[src/rtl/vad_pkg.sv]
// Shared constants and state encoding for the VAD fully-connected sequencer.
package vad_pkg;

  localparam int N_BEATS = 36;
  localparam int ACC_W   = 8;
  localparam int FEAT_AW = 6;

  typedef enum logic [2:0] {
    IDLE,
    RUN,
    FLUSH,
    CAPTURE,
    OUT
  } fc_state_t;

endpackage

[src/rtl/fc_seq.sv]
// Sequencer for one two-neuron FC inference: streams feature words into the MAC,
// then registers the speech decision and margin and holds them for a ready/valid consumer.
module fc_seq #(
  parameter int N_BEATS = vad_pkg::N_BEATS,
  parameter int ACC_W   = vad_pkg::ACC_W
) (
  input  logic                              clk,
  input  logic                              rst_n,
  input  logic                              start,
  input  logic                              abort,
  output logic                              busy,
  output logic                              feat_rd_en,
  output logic [vad_pkg::FEAT_AW-1:0]       feat_addr,
  input  logic [5:0]                        feat_data,
  output logic                              mac_clr,
  output logic                              mac_en,
  output logic [vad_pkg::FEAT_AW-1:0]       mac_idx,
  output logic [5:0]                        mac_din,
  input  logic signed [ACC_W-1:0]           acc0,
  input  logic signed [ACC_W-1:0]           acc1,
  output logic                              res_valid,
  input  logic                              res_ready,
  output logic                              vad_flag,
  output logic signed [ACC_W:0]             score
);

  import vad_pkg::*;

  localparam logic [FEAT_AW-1:0] LAST_BEAT = FEAT_AW'(N_BEATS - 1);

  fc_state_t          state, state_nxt;
  logic [FEAT_AW-1:0] beat_cnt;
  logic               vld_p1;
  logic [FEAT_AW-1:0] idx_p1;

  // Margin is computed one bit wider so that extreme accumulators cannot wrap.
  function automatic logic signed [ACC_W:0] margin(input logic signed [ACC_W-1:0] a1,
                                                   input logic signed [ACC_W-1:0] a0);
    logic signed [ACC_W:0] a1_ext;
    logic signed [ACC_W:0] a0_ext;
    a1_ext = a1;
    a0_ext = a0;
    return a1_ext - a0_ext;
  endfunction

  always_ff @(posedge clk or negedge rst_n) begin
    if (!rst_n) state <= IDLE;
    else        state <= state_nxt;
  end

  always_comb begin
    state_nxt = state;
    if (abort) begin
      state_nxt = IDLE;
    end else begin
      case (state)
        IDLE:    if (start) state_nxt = RUN;
        RUN:     if (beat_cnt == LAST_BEAT) state_nxt = FLUSH;
        FLUSH:   state_nxt = CAPTURE;
        CAPTURE: state_nxt = OUT;
        OUT:     if (res_ready) state_nxt = IDLE;
        default: state_nxt = IDLE;
      endcase
    end
  end

  always_ff @(posedge clk or negedge rst_n) begin
    if (!rst_n) begin
      beat_cnt <= '0;
    end else if (state == RUN && !abort) begin
      beat_cnt <= (beat_cnt == LAST_BEAT) ? '0 : beat_cnt + 1'b1;
    end else begin
      beat_cnt <= '0;
    end
  end

  assign busy       = (state != IDLE);
  assign feat_rd_en = (state == RUN);
  assign feat_addr  = beat_cnt;
  assign mac_clr    = (state == RUN) && (beat_cnt == '0);

  // p1: read strobe/address aligned with the feature word returned by the buffer
  always_ff @(posedge clk or negedge rst_n) begin
    if (!rst_n) begin
      vld_p1 <= 1'b0;
      idx_p1 <= '0;
    end else begin
      vld_p1 <= feat_rd_en && !abort;
      idx_p1 <= feat_addr;
    end
  end

  assign mac_en  = vld_p1;
  assign mac_idx = idx_p1;
  assign mac_din = vld_p1 ? feat_data : '0;

  // result register: loaded once the last beat has settled into the accumulators
  always_ff @(posedge clk or negedge rst_n) begin
    if (!rst_n) begin
      vad_flag <= 1'b0;
      score    <= '0;
    end else if (state == CAPTURE && !abort) begin
      vad_flag <= (acc1 > acc0);
      score    <= margin(acc1, acc0);
    end
  end

  assign res_valid = (state == OUT);

endmodule

[config.mk]
export PLATFORM = sky130hd
export DESIGN_NAME = fc_seq
export DESIGN_NICKNAME = d
export VERILOG_FILES = /design/src/rtl/vad_pkg.sv /design/src/rtl/fc_seq.sv
export SDC_FILE = /design/constraint.sdc
export NUM_CORES = 1
export LEC_CHECK = 0
export ABC_CLOCK_PERIOD_IN_PS = 2600
export BUFFER_PORTS_ARGS = -buffer_cell sky130_fd_sc_hd__clkbuf_2
export CELL_PAD_IN_SITES_DETAIL_PLACEMENT = 0
export CELL_PAD_IN_SITES_GLOBAL_PLACEMENT = 1
export CORE_MARGIN = 2
export CORE_UTILIZATION = 39
export CTS_BUF_LIST = sky130_fd_sc_hd__clkbuf_8
export DETAILED_ROUTE_END_ITERATION = 16
export HOLD_SLACK_MARGIN = 0.15
export PLACE_DENSITY = 0.86
export SLEW_MARGIN = 40
export SYNTH_ARGS = -nofsm -noshare
export SYNTH_HDL_FRONTEND = slang
export SYNTH_SLANG_ARGS = --single-unit
[constraint.sdc]
create_clock -name clk -period 2.6 [get_ports clk]
set_input_delay 0.52 -clock clk [delete_from_list [all_inputs] [get_ports clk]]
set_output_delay 0.52 -clock clk [all_outputs]
set_load 0.005 [all_outputs]
==> results of run 1 <==
-- registers in the layout, summed over array words and instances (netlist names) --
| register | flops |
|---|---|
| feat_addr | 6 |
| mac_en | 1 |
| mac_idx | 6 |
| score | 9 |
| state | 3 |
| vad_flag | 1 |
-- cell families (layout without fill, tap and decap cells) --
| kind of cell | Yosys count | in the layout | share of synthesized area |
|---|---|---|---|
| xor+xnor | 5 | 5 | 0.0293 |
| fa+ha+maj | 11 | 11 | 0.0970 |
| compound gates | 31 | 31 | 0.140 |
| flops | 26 | 26 | 0.435 |
| buf+inv | 17 | 77 | 0.0451 |
| simple gates | 60 | 60 | 0.240 |
| mux | 2 | 2 | 0.0142 |
-- how the worst max path moves through the flow --
stage                     endpoint  slack, ps  cells past startpoint
after floorplan           score[6]        710                      6
after global placement    score[8]        570                      8
after detailed placement  score[8]        520                      8
after CTS                  mac_clr        690                      3
after global routing       mac_clr        580                      3
final                      mac_clr        690                      3
-- synth_stat cells (all sizes together), types with 3 or more instances --
cell type / instances
a211oi: 6
a21oi: 5
and2: 8
buf: 4
dfrtp: 26
ha: 10
inv: 12
nand2: 7
nand2b: 5
nand3: 5
nand4: 3
nor2: 9
nor3b: 6
nor4b: 3
o21ai: 8
o31a: 3
o31ai: 3
or3: 3
xnor2: 3
-- layout by cell type, fill, tap and decap left out, types with 3 or more instances in the layout --
cell type and count:
a211oi_1 6, a21oi_1 5, and2_1 8, clkbuf_2 59, clkbuf_8 3, dfrtp_1 26, ha_1 10, inv_1 12
nand2_1 7, nand2b_1 5, nand3_1 5, nand4_1 3, nor2_1 9, nor3b_1 6, o21ai_0 4, o21ai_1 4
o31a_1 3, o31ai_1 3, or3_1 3, xnor2_1 3
-- final cells by class --
cell class                 instances  area (sq um)
inverter                          12          45.0
sequential                        26           651
multi-input combinational        109           778
timing repair buffer              61           310
clock buffer                       3          41.3
clock inverter                     1          30.0
tap                               48          60.1
fill                             365          1770
-- stage by stage --
step	std cells	hold WS [ps]
floorplan	152	224
global placement	256	461
detailed placement	256	469
CTS	260	281
global route	260	310
finish	260	257
-- layer usage --
| metal | global-route usage | up-vias | part of all wire |
|---|---|---|---|
| li1 | - | 661 | - |
| met1 | 0.237 | 622 | 0.48 |
| met2 | 0.260 | 43 | 0.46 |
| met3 | 0.0204 | 0 | 0.058 |
| met4 | 0.0281 | 0 | 0 |
| met5 | 0 | - | 0 |
-- critical path: cells and delay by family (launching register included) --
| family | cells | cell delay [ps] |
|---|---|---|
| flops | 1 | 460 |
| simple gates | 2 | 560 |
| buf+inv | 1 | 110 |
-- where the power goes --
part	switching, uW	total [uW]	internal (uW)
logic	97.5	187	89.7
registers	17.8	441	423
clock network	135	341	206
total	250	969	719
==> impl_metrics.csv, run 1 <==
group,metric,value,unit
status,outcome,"completed",
synthesis,postSynthAreaPerCell,9.84,sq um
floorplan,ioPinCount,60,
final_layout,final_nets,251,
timing,max_slew_margin,0.563,
final_layout,n_antenna_cell,0,
hold_path,hp-class,"in2async",
clock_network,cts_sinks,26,
power,worst_ir_drop_vdd,0.000225,V
synthesis,netlist_area,1500,sq um
synthesis,synth_nets,190,
synthesis,synth_top_area_share,0.435,
power,finalPower,969,uW
power,powerDensity,506,nW/um^2
clock_network,tritoncts,"yes",
synthesis,seq_area_frac_synth,0.435,
floorplan,die-area,4350,sq um
grt,grt_usage,0.162,
drt,wl_per_cell,13.0,microns
setup_path,r2r_slack,850,ps
drt,drt_wl_total,3380,microns
setup_path,crit_start,"feat_addr[2]",
timing,period_share,0.736,
clock_network,path_clk_slew,100,ps
timing,tightest_slew,656,ps
floorplan,die_x,65.9,microns
synthesis,synth-edff-count,0,
drt,drcViolationCount,0,
clock_network,cts_root_buffer,"clkbuf_8",
synthesis,async_reset_ff_frac,1.00,
setup_path,r2r-start,"state[2]",
drt,vias,1326,
timing,setup_ws,686,ps
setup_path,cp.arrival,1390,ps
timing,fin_setup_tns,0,ps
placed_design,post-dp-hpwl,2580,microns
clock_network,postCtsSetupBuffers,0,
floorplan,rows,22,
timing,drv_slew,0,
setup_path,slowest_stage,"dfrtp_1",
clock_network,ctsResizeCount,0,
clock_network,hold_buffers,0,
clock_network,clk_latency,270,ps
run,drv_cap,0,
grt,grt_pass1_wl,5510,microns
synthesis,synth_area_leader_cell,"dfrtp_1",
timing,finClkSkew,2.58,ps
final_layout,post-route-util,0.519,
power,power_leakage,0.00101,uW
grt,first_global_vias,1159,
grt,grt.overflow.total,0,
grt,antenna_found_initial,0,
floorplan,core-area,3690,sq um
setup_path,worst-path-max-fanout,6,
synthesis,ys_ff_latch,26,
placed_design,post-place-ws,525,ps
final_layout,fin_area,1920,sq um
synthesis,ys_warn_count,0,
setup_path,path_cells,"nor3_1, and4b_1, clkbuf_2",
timing,finalSetupViolCount,0,
final_layout,drive_above_1_share,0.316,
setup_path,r2r-end,"score[5]",
drt,drt_iter0_markers,29,
drt,drt-pass1-iter-count,4,
setup_path,worstRegToRegCells,5,
floorplan,initial_core_util,0.406,
synthesis,synth_cell_types,39,
floorplan,dieHeight,65.9,microns
synthesis,synth_cells,152,
drt,ant_nets,0,
placed_design,post_dp_cell_area,1840,sq um
placed_design,port_buffers,59,
setup_path,cp-start-kind,"flip-flop",
final_layout,syn_to_final_growth,28.0,%
setup_path,critPathKind,"reg2out",
drt,routed_via_density,5.10,
clock_network,cts_max_level,1,
setup_path,critPathCaptureType,"primary output",
setup_path,critPathMaxStageDelay,460,ps
setup_path,worstPathRequired,2080,ps
timing,hold_viol,0,
timing,rsz0062_at_grt,"false",
clock_network,cts_buffers,3,
timing,achievable-frequency,0.523,GHz
synthesis,ys_top_cells_by_area,"dfrtp_1 43%, ha_1 8.4%, and2_1 3.3%",
clock_network,cts.path.max_buffers,2,
timing,min_period,1910,ps
placed_design,gp_congestion,0.819,
grt,grt_max_degree,27,
synthesis,synthFlopType,"dfrtp_1",
Note: power is estimated with default switching activity, not from simulation.
==> run 2, diff against run 1 <==
ABC_CLOCK_PERIOD_IN_PS = 2000   (was 2600)
CORE_UTILIZATION = 37   (was 39)
PLACE_DENSITY = 0.82   (was 0.86)
clock period = 2 ns   (was 2.6 ns; I/O delays follow)
==> run 2 against run 1 <==
  * Clock-buffer cell count is the same
  * Combinational power is 35% higher
  * Sequential share of layout area is 0.44 points lower
  * Critical path depth unchanged
  * Total power rose by 30%
  * Clock skew grew 1.8 ps
  * Clock power grew 28%
  * Hold slack got worse by 120 ps
  * Die area grew 5.1%
  * Register-to-register slack worse by 530 ps
==> impl_metrics.csv, run 2 (synthesized netlist as in run 1, its figures left out) <==
group,metric,value,unit
power,power_leakage,0.00102,uW
timing,achievable-frequency,0.551,GHz
power,clkPwrFrac,0.346,
grt,antenna_found_initial,0,
clock_network,cts_sinks,26,
timing,holdWs,138,ps
placed_design,port_buffers,59,
clock_network,cts.path.max_buffers,2,
setup_path,worstPathRequired,1600,ps
timing,drv_slew,0,
drt,drt_iter0_markers,87,
clock_network,tritoncts,"yes",
final_layout,final_common_cell,"clkbuf_2",
setup_path,critPathCaptureType,"primary output",
drt,ant_nets,0,
timing,tightest_slew,650,ps
final_layout,fillers,373,
clock_network,hold_buffers,0,
drt,drt-pass1-iter-count,4,
timing,period_share,0.908,
final_layout,final_cell_mix,"59 x clkbuf_2, 26 x dfrtp_1, 12 x inv_1",
grt,grt_usage,0.155,
grt,grt_pass1_wl,5470,microns
clock_network,ctsResizeCount,0,
final_layout,largest_reg_flops,9,
grt,first_global_vias,1140,
setup_path,cp.arrival,1420,ps
timing,fin_setup_tns,0,ps
power,share_comb_of_total_power,0.201,
drt,drt_wl_total,3290,microns
setup_path,worst-path-max-fanout,6,
final_layout,fin_area,1940,sq um
final_layout,largest_register,"score",
setup_path,cp-start-kind,"flip-flop",
run,drv_cap,0,
clock_network,path_clk_slew,90,ps
floorplan,initial_core_util,0.380,
clock_network,postCtsSetupBuffers,0,
power,p_sw_frac,0.252,
floorplan,dieHeight,67.6,microns
grt,grt.overflow.total,0,
timing,rsz0062_at_grt,"false",
power,powerDensity,648,nW/um^2
placed_design,gp_congestion,0.762,
clock_network,cts_buffers,3,
clock_network,cts_max_level,1,
power,p_sw,316,uW
drt,routed_via_density,4.83,
hold_path,hp-class,"in2async",
floorplan,rows,23,
grt,grt_max_degree,27,
timing,hold_viol,0,
status,outcome,"completed",
placed_design,post-dp-hpwl,2550,microns
clock_network,cts_root_buffer,"clkbuf_8",
timing,min_period,1820,ps
drt,vias,1279,
final_layout,n_antenna_cell,0,
power,worst_ir_drop_vdd,0.000410,V
floorplan,die-area,4570,sq um
floorplan,ioPinCount,60,
clock_network,clk_latency,270,ps
power,finalPower,1260,uW
setup_path,critPathKind,"reg2out",
power,p_seq_frac,0.454,
power,internal_power,941,uW
placed_design,post_dp_cell_area,1870,sq um
timing,finalSetupViolCount,0,
final_layout,drive_above_1_share,0.326,
timing,finClkSkew,4.39,ps
drt,wl_per_cell,12.4,microns
drt,drcViolationCount,0,
floorplan,core-area,3940,sq um
final_layout,final_nets,254,
timing,max_slew_margin,0.567,
floorplan,die_x,67.6,microns
final_layout,syn_to_final_growth,29.7,%
[run 2: through the flow]
| step | utilization | cells | worst slack [ps] |
|---|---|---|---|
| finish | 0.492 | 265 | 184 |
| global route | 0.492 | 265 | 118 |
| global placement | 0.474 | 261 | 75.1 |
| CTS | 0.492 | 265 | 178 |
| detailed placement | 0.474 | 261 | 58.2 |
| floorplan | - | 152 | 232 |
[run 2: layout make-up]
class,count,area [sq um],area share
multi-input cells,109,778,0.401
flip-flops and latches,26,651,0.335
repair buffers,64,333,0.172
well taps,50,62.6,0.0322
inverters,12,45.0,0.0232
clock buffers,3,41.3,0.0213
clock inverters,1,30.0,0.0155
[run 2: final timing paths]
path / from / endpoint / slack, ps / depth (start not counted)
max: feat_addr[2] / mac_clr / 180 / 3
min: rst_n / mac_idx[1] / 140 / 1
max reg2reg: state[2] / score[6] / 320 / 5
min reg2reg: feat_addr[1] / mac_idx[1] / 460 / 0
max in group asynchronous: rst_n / state[0] / 1440 / 1
min in group clk: abort / state[1] / 370 / 2
[run 2: power groups by stage]
stage / Clock [uW] / Sequential [uW] / Combinational, uW
detailed placement: 0 / 582 / 254
CTS: 443 / 571 / 256
finish: 435 / 571 / 252
global route: 460 / 576 / 287
floorplan: 0 / 580 / 136
global placement: 0 / 581 / 252
[run 2: metal layers]
metal  wire, microns  vias up  part of all wire  track usage
met5               0        -                 0            0
met4              41        0             0.012       0.0536
met3              95        4             0.029       0.0117
met2            1530       20              0.47        0.229
met1            1620      590              0.49        0.235
li1                -      665                 -            -
[run 2: critical path: stages, from the launching register on]
cell      delay (ps)
dfrtp_1          460
nor3_1           340
and4b_1          230
clkbuf_2         110
